<file path="src/rtl/colordetect_frame_ctrl.sv">
// Frame sequencer for the color-detection path: double-buffers thresholds, counts
// frame-buffer writes, waits for the detector to settle and snapshots its result.
module colordetect_frame_ctrl #(
  parameter int FRAME_PIXELS   = 230400,
  parameter int ADDR_WIDTH     = 18,
  parameter int FLUSH_CYCLES   = 4,
  parameter int SETTLE_CYCLES  = 8,
  parameter int TIMEOUT_CYCLES = 4000000
) (
  input  logic                  i_clk,
  input  logic                  i_rstn,
  input  logic                  i_enable,
  input  logic                  i_cfg_done,
  input  logic                  i_sof,
  input  logic                  i_valid,
  input  logic [ADDR_WIDTH-1:0] i_addr,
  input  logic [31:0]           i_result,
  input  logic [287:0]          i_ctrl_bus,
  input  logic                  i_ctrl_update,
  output logic [287:0]          o_ctrl_shadow,
  output logic                  o_flush,
  output logic [31:0]           o_result,
  output logic                  o_result_valid,
  input  logic                  i_result_ack,
  output logic [15:0]           o_frame_count,
  output logic [3:0]            o_error,
  input  logic                  i_err_clr,
  output logic                  o_busy
);

  localparam int PW        = $clog2(FRAME_PIXELS + 1);
  localparam int GW        = $clog2(TIMEOUT_CYCLES + 1);
  localparam int PHASE_MAX = (FLUSH_CYCLES > SETTLE_CYCLES) ? FLUSH_CYCLES : SETTLE_CYCLES;
  localparam int CW        = $clog2(PHASE_MAX + 1);

  localparam logic [2:0] ST_IDLE   = 3'd0;
  localparam logic [2:0] ST_ARM    = 3'd1;
  localparam logic [2:0] ST_FLUSH  = 3'd2;
  localparam logic [2:0] ST_RUN    = 3'd3;
  localparam logic [2:0] ST_SETTLE = 3'd4;
  localparam logic [2:0] ST_LATCH  = 3'd5;

  logic [2:0]    state, state_next;
  logic [PW-1:0] pix, pix_next;
  logic [GW-1:0] gap, gap_next;
  logic [CW-1:0] cnt, cnt_next;
  logic          pending, pending_next;
  logic [287:0]  shadow_next;
  logic          flush_next;
  logic [31:0]   result_next;
  logic          valid_next;
  logic [15:0]   frame_next;
  logic [3:0]    new_err;
  logic [3:0]    error_next;
  logic          busy_next;
  logic          commit;

  always_comb begin
    state_next   = state;
    pix_next     = pix;
    gap_next     = gap;
    cnt_next     = cnt;
    pending_next = pending;
    shadow_next  = o_ctrl_shadow;
    flush_next   = o_flush;
    result_next  = o_result;
    valid_next   = o_result_valid;
    frame_next   = o_frame_count;
    new_err      = '0;
    commit       = 1'b0;

    if (i_ctrl_update) pending_next = 1'b1;
    // A LATCH in the same cycle re-asserts valid below, so latch beats ack.
    if (i_result_ack) valid_next = 1'b0;

    if (!i_enable) begin
      state_next = ST_IDLE;
      flush_next = 1'b0;
      pix_next   = '0;
      gap_next   = '0;
      cnt_next   = '0;
      if (state == ST_IDLE && i_ctrl_update) begin
        shadow_next  = i_ctrl_bus;
        pending_next = 1'b0;
      end
    end else begin
      case (state)
        ST_IDLE: begin
          if (i_ctrl_update) begin
            shadow_next  = i_ctrl_bus;
            pending_next = 1'b0;
          end
          if (i_cfg_done) state_next = ST_ARM;
        end
        ST_ARM: begin
          if (i_sof) begin
            commit     = 1'b1;
            state_next = ST_FLUSH;
            flush_next = 1'b1;
            cnt_next   = '0;
            pix_next   = '0;
            gap_next   = '0;
          end
        end
        ST_FLUSH: begin
          pix_next = '0;
          gap_next = '0;
          if (cnt == CW'(FLUSH_CYCLES - 1)) begin
            state_next = ST_RUN;
            flush_next = 1'b0;
            cnt_next   = '0;
          end else begin
            cnt_next = cnt + CW'(1);
          end
        end
        ST_RUN: begin
          if (i_sof) begin
            new_err[1] = 1'b1;
            commit     = 1'b1;
            state_next = ST_FLUSH;
            flush_next = 1'b1;
            cnt_next   = '0;
            pix_next   = '0;
            gap_next   = '0;
          end else if (i_valid) begin
            gap_next = '0;
            pix_next = pix + PW'(1);
            if (i_addr != ADDR_WIDTH'(pix)) new_err[2] = 1'b1;
            if (pix == PW'(FRAME_PIXELS - 1)) begin
              state_next = ST_SETTLE;
              cnt_next   = '0;
            end
          end else if (gap == GW'(TIMEOUT_CYCLES - 1)) begin
            new_err[0] = 1'b1;
            state_next = ST_ARM;
            gap_next   = '0;
          end else begin
            gap_next = gap + GW'(1);
          end
        end
        ST_SETTLE: begin
          if (cnt == CW'(SETTLE_CYCLES - 1)) begin
            state_next = ST_LATCH;
            cnt_next   = '0;
          end else begin
            cnt_next = cnt + CW'(1);
          end
        end
        ST_LATCH: begin
          result_next = i_result;
          valid_next  = 1'b1;
          frame_next  = o_frame_count + 16'd1;
          if (o_result_valid && !i_result_ack) new_err[3] = 1'b1;
          state_next  = ST_ARM;
        end
        default: state_next = ST_IDLE;
      endcase

      // An update coinciding with the commit counts as pending and takes the live bus.
      if (commit && (pending || i_ctrl_update)) begin
        shadow_next  = i_ctrl_bus;
        pending_next = 1'b0;
      end
    end
  end

  assign error_next = (i_err_clr ? 4'b0000 : o_error) | new_err;
  assign busy_next  = (state_next == ST_FLUSH) || (state_next == ST_RUN) ||
                      (state_next == ST_SETTLE) || (state_next == ST_LATCH);

  always_ff @(posedge i_clk or negedge i_rstn) begin
    if (!i_rstn) begin
      state          <= ST_IDLE;
      pix            <= '0;
      gap            <= '0;
      cnt            <= '0;
      pending        <= 1'b0;
      o_ctrl_shadow  <= '0;
      o_flush        <= 1'b0;
      o_result       <= '0;
      o_result_valid <= 1'b0;
      o_frame_count  <= '0;
      o_error        <= '0;
      o_busy         <= 1'b0;
    end else begin
      state          <= state_next;
      pix            <= pix_next;
      gap            <= gap_next;
      cnt            <= cnt_next;
      pending        <= pending_next;
      o_ctrl_shadow  <= shadow_next;
      o_flush        <= flush_next;
      o_result       <= result_next;
      o_result_valid <= valid_next;
      o_frame_count  <= frame_next;
      o_error        <= error_next;
      o_busy         <= busy_next;
    end
  end

endmodule

</file>
<file path="config.mk">
export PLATFORM = sky130hd
export DESIGN_NAME = colordetect_frame_ctrl
export DESIGN_NICKNAME = d
export VERILOG_FILES = /design/src/rtl/colordetect_frame_ctrl.sv
export SDC_FILE = /design/constraint.sdc
export NUM_CORES = 1
export LEC_CHECK = 0
export BUFFER_PORTS_ARGS = -buffer_cell sky130_fd_sc_hd__buf_2
export CAP_MARGIN = 5
export CORE_AREA = 5 5 267 269
export CTS_CLUSTER_DIAMETER = 60
export DETAILED_ROUTE_END_ITERATION = 8
export DIE_AREA = 0 0 272 274
export PLACE_DENSITY_LB_ADDON = 0.2
export REMOVE_ABC_BUFFERS = 1
export SLEW_MARGIN = 20
export SYNTH_ARGS = -nofsm -noshare
export SYNTH_HDL_FRONTEND = slang
export SYNTH_SLANG_ARGS = --single-unit
</file>
<file path="constraint.sdc">
create_clock -name i_clk -period 1.72 [get_ports i_clk]
set_input_delay 0.172 -clock i_clk [delete_from_list [all_inputs] [get_ports i_clk]]
set_output_delay 0.172 -clock i_clk [all_outputs]
set_load 0.02 [all_outputs]
</file>
Yosys cells after proc, flatten, opt, wreduce, memory -nomap -nowiden --
Index checks and enable logic that the tools add are counted.
Storage, ports and cells: memory bits (read-only) 0, logic and storage cells 119, bits in latches 0, output and inout port bits 343, bits in registers 391, memories 0, memory bits (writable) 0
Operators by class: magnitude comparators 0, mux-type cells 61, add/sub/neg operators 4, equality and inequality tests 24, bitwise gates (word level) 1, reductions and logical operators 17, $mul 0, divide/modulo/power cells 0, shift operators 0
Operators by type and width (number):
- 2-to-1 mux 288 bit | 5
- 2-to-1 mux 22 bit | 5
- 2-to-1 mux 18 bit | 4
- case mux 22 bit (3 select lines) | 1
- case mux 18 bit (3 select lines) | 1
- 2-to-1 mux 4 bit | 9
- 2-to-1 mux 3 bit | 10
- 2-to-1 mux 1 bit | 23
- adder 22 x 1 -> 22 bit (second input constant) | 1
- == test 22 bit (second input constant) | 1
- adder 18 x 1 -> 18 bit (second input constant) | 1
- == test 18 bit (second input constant) | 1
- != test 18 bit | 1
- case mux 3 bit (6 select lines) | 1
- adder 16 x 1 -> 16 bit (second input constant) | 1
- case mux 4 bit (4 select lines) | 1
- == test 3 x 2 -> 1 bit (second input constant) | 4
- == test 3 bit (second input constant) | 4
- AND reduction 3 bit | 3
- != test 4 bit (second input constant) | 2
- != test 3 x 1 -> 1 bit (second input constant) | 2
- != test 3 x 2 -> 1 bit (second input constant) | 2
- != test 3 bit (second input constant) | 2
- != test 5 x 1 -> 1 bit (second input constant) | 1
- 15 further kinds | 21

Depth between registers and ports, before layout --
depth in word-level cells 10, depth in mapped cells 8, mapped depth without buffers 6

Worst setup path after synthesis --
OpenSTA, ideal clock, no wires.
path type reg2reg, from reg gap[0], to reg gap[20], arrival 1790 ps, period minus slack after synthesis 1872 ps, data required time 1638 ps, library setup time 82 ps, setup slack -152 ps, cell stages (with the launch flop) 9, path through dfrtp_1 -> ha_1 -> and3_1 -> clkbuf_1 -> and3_1 -> a21oi_2 -> buf_2 -> o21ai_1 -> a31oi_1
On the way: word-level cells in the longest chain between the ends 6
RTL lines:
- start, declared | line 45 | logic [GW-1:0] gap, gap_next;
- start signal, assigned | line 188 | gap <= gap_next;
- adder 22 x 1 -> 22 bit or == test 22 bit (tied branches) | line 138, 133
- 2-to-1 mux 22 bit (*) | line 133 | end else if (gap == GW'(TIMEOUT_CYCLES - 1)) begin
- 2-to-1 mux 22 bit (*) | line 125 | end else if (i_valid) begin
- 2-to-1 mux 22 bit (*) | line 117 | if (i_sof) begin
- case mux 22 bit (3 select lines) (*) | line 87 | case (state)
- 2-to-1 mux 22 bit (*) | line 76 | if (!i_enable) begin
Mark *: on every way between the ends. The rest lies on a longest branch, timed or not. A chain may end at the register's enable or synchronous reset.

Final worst setup path --
from reg state[0], to reg o_ctrl_shadow[213]
On the way: word-level cells in the longest chain between the ends 7
RTL lines:
- start, declared | line 43 | logic [2:0] state, state_next;
- start signal, assigned | line 186 | state <= state_next;
- == test 3 x 2 -> 1 bit or == test 3 x 1 -> 1 bit (tied branches) | line 87
- OR reduction 2 bit (no line)
- 2-to-1 mux 1 bit
- 2-to-1 mux 1 bit | line 76
- logical AND 1 bit | line 160 | if (commit && (pending || i_ctrl_update)) begin
- != test 3 x 1 -> 1 bit (no line) or 2-to-1 mux 288 bit (tied branches)
- AND reduction 3 bit (no line) or 2-to-1 mux 288 bit (tied branches)
- end signal, assigned | line 191 | o_ctrl_shadow <= shadow_next;
- end, declared | line 20 | output logic [287:0] o_ctrl_shadow,
Parallel ways exist; a longest one is shown, timed or not. The select of a mux whose other input is x is not followed.

==> reports/qor.txt <==
Status: finished, violations left
Failing checks: setup timing
Die X: 272 um
Crit path kind: flip-flop to flip-flop
# rows: 96
Most common cell in the synthesized netlist: dfrtp_1
Slew Limit Headroom: 67.22%
Dpl ws: -0.2762 ns
Post-Syn Area: 15,910 um^2
Number of global-route vias before repair: 15,010
Post-DP Area: 21,220 um^2
Fin crit share: 116.4%
Top achievable clock speed: 0.4994 GHz
Worst skew pair latency: 0.57 ns
CTS tree: yes
Worst Setup End Kind: flip-flop
Synth unique cells: 52
Leak pwr: 12.76 nW
Via count: 13,730
Synth Instances: 1,185
Die Y: 274 um
Detailed Place HPWL: 44,680 um
Avg WL per Cell: 18.36 um
Initial antenna violation count: 5
GR met2 Demand/Resource: 26.48%
Flip-flop and latch count after synthesis: 391
Max-cap violations: 0
Global-route wire length before repair: 88,790 um
Slew Viols, Final: 0
Initial drt markers: 484
Mean Syn Cell Area: 13.42 um^2
Core box area: 68,350 um^2
Crit-path cells: nand2_1 -> or3_4 -> a21oi_4 -> buf_12 -> clkbuf_16 -> mux2_1
Yosys warning count: 0
Global route total overflow: 0
# IOs: 690
RSZ-0062 raised after global routing: true
Worst Path Max Fanout: 19
DIE AREA: 74,530 um^2
Nets@finish: 2,684
Worst-path clk slew: 0.06 ns
Syn-to-layout area delta: 66.34%
Register area share after synthesis: 61.52%
Synth cell count leaders: dfrtp_1, mux2_1, nand2_1
Fin crit period: 2.003 ns
Top_reg_cell synth: dfrtp_1
Critical Path RT: 2.16 ns
Initial core utilization: 23.27%
Core utilization of the finished layout: 38.71%
Total CTS buffers: 49
Largest net degree at the start of global routing: 56
Met1 Track Usage GR: 16.77%
Top cells by area, synth: dfrtp_1, mux2_1, mux2_2
Setup ws final: -0.2825 ns
Critical Path AT: 2.44 ns
Proportion of layout cells with a drive suffix above 1: 42.71%
Number of synthesized flops with an enable pin: 0
DRC viols: 0
Worst slew pin tran: 0.4917 ns
Worst Skew: 0.01161 ns
Pwr Density: 1092 nW/um^2
Met3 Usage GRT: 4.743%
Worst VDD drop: 0.6696 mV
Clock buffer depth: 3
Final setup viols: 321
GRT busiest layer: met2
Number of port buffers: 689
CTS H-tree depth: 2
HP Class: input pin to flip-flop
Drt first pass iters: 4
DRT antenna net count: 0
Ys async rst share: 100.0%
Final TNS setup: -65.55 ns
Overall routed net length: 59,790 um
GP Congestion: 0.8280
Worst setup SP type: flip-flop
CP max stage cell: or3_4
Root buffer cell: clkbuf_16
Clk sink count: 391
Top-area cell type share of the netlist area: 61.52%
Vias per Instance: 4.216
Design area: 26,460 um^2
Endpoints failing hold: 0
Max stage delay on crit path: 0.38 ns
GRT Util Overall: 15.03%
Yosys top cell by area: dfrtp_1
[critical path: cells and delay by family, from the launching register on]
kind / cells / cell delay (ns)
and+or+nand+nor: 2 / 0.46
buffers and inverters: 2 / 0.46
muxes: 1 / 0.37
DFF: 1 / 0.35
AOI/OAI and AO/OA: 1 / 0.20
[per-layer routing]
layer	vias to the layer above	routed length, um
li1	6472	-
met1	6667	22580
met2	476	29950
met3	113	4542
met4	4	2702
met5	-	20
[path summary, 6_finish.rpt]
kind / slack [ns] / start / cells past startpoint / endpoint
max reg2reg: -0.28 / state[0] / 6 / o_ctrl_shadow[213]
max: -0.28 / state[0] / 6 / o_ctrl_shadow[213]
min reg2reg: 0.46 / o_frame_count[15] / 1 / o_frame_count[15]
min in group asynchronous: 0.14 / i_rstn / 2 / o_ctrl_shadow[170]
min: 0.05 / i_cfg_done / 4 / state[0]
max in group asynchronous: 0.87 / i_rstn / 3 / o_ctrl_shadow[223]
[area by class of cell]
type / count / area (um^2)
clock inverter: 27 / 270.3
sequential: 391 / 9784
tap: 882 / 1104
inverter: 17 / 63.81
fill: 6617 / 41890
timing repair buffer: 1152 / 8066
antenna: 3 / 7.507
multi-input combinational: 722 / 5749
clock buffer: 63 / 1411
[kinds of logic after synthesis]
group	after synthesis	synth area share, %
compound gates	102	3.878
flops	391	61.52
simple gates	287	8.653
xor+xnor	37	2.037
fa+ha+maj	4	0.3147
buf+inv	72	2.942
mux	292	20.66
[cells in the final DEF (no fill, tap or decap), types with 4 or more instances in the layout]
cell and instances:
a21oi_1 23, a31oi_1 16, and2_1 5, and3_1 6, and4_1 7, buf_12 12, buf_16 5, buf_2 688
buf_4 112, bufinv_16 4, clkbuf_16 54, clkbuf_8 9, clkinv_2 15, dfrtp_1 391, dlygate4sd3_1 330, inv_1 17
mux2_1 205, mux2_2 81, mux2_4 4, nand2_1 140, nand2b_1 9, nand3_1 30, nand4_1 12, nor2_1 31
nor3_1 6, nor4_1 7, o21ai_0 28, o22ai_1 4, o31ai_1 5, or3_1 10, or4_1 5, xnor2_1 14
xor2_1 23
[state kept, by name (all words and copies together) (netlist names)]
name / cells
pending: 1
o_result: 32
gap: 22
o_frame_count: 16
pix: 18
cnt: 4
o_busy: 1
o_error: 4
o_result_valid: 1
state: 3
o_ctrl_shadow: 288
o_flush: 1
[per-stage QoR]
stage | std cells | total power, mW | hold slack (ns)
after CTS | 3245 | 29.26 | 0.001759
after global routing | 3257 | 30.30 | 0.01634
after global placement | 2825 | 17.77 | 0.1355
after detailed placement | 2825 | 17.86 | 0.1461
after floorplan | 1130 | 13.55 | -0.1236
final | 3257 | 28.88 | 0.04798
[timing repair]
item                                    in CTS  in global routing
endpoints found under the hold margin      665                  0
buffers inserted                             0                  6
pin swaps                                    0                  6
gates cloned                                 0                  3
endpoints found under the setup margin     336                350
gates resized for setup                      3                 25
hold buffers                               330                  0
[where the power goes]
part / switching [mW] / internal [mW]
Clock: 4.11 / 6.41
Combinational: 4.09 / 3.02
Sequential: 0.671 / 10.6
Total: 8.87 / 20.0
(Power assumes the default switching activity.)
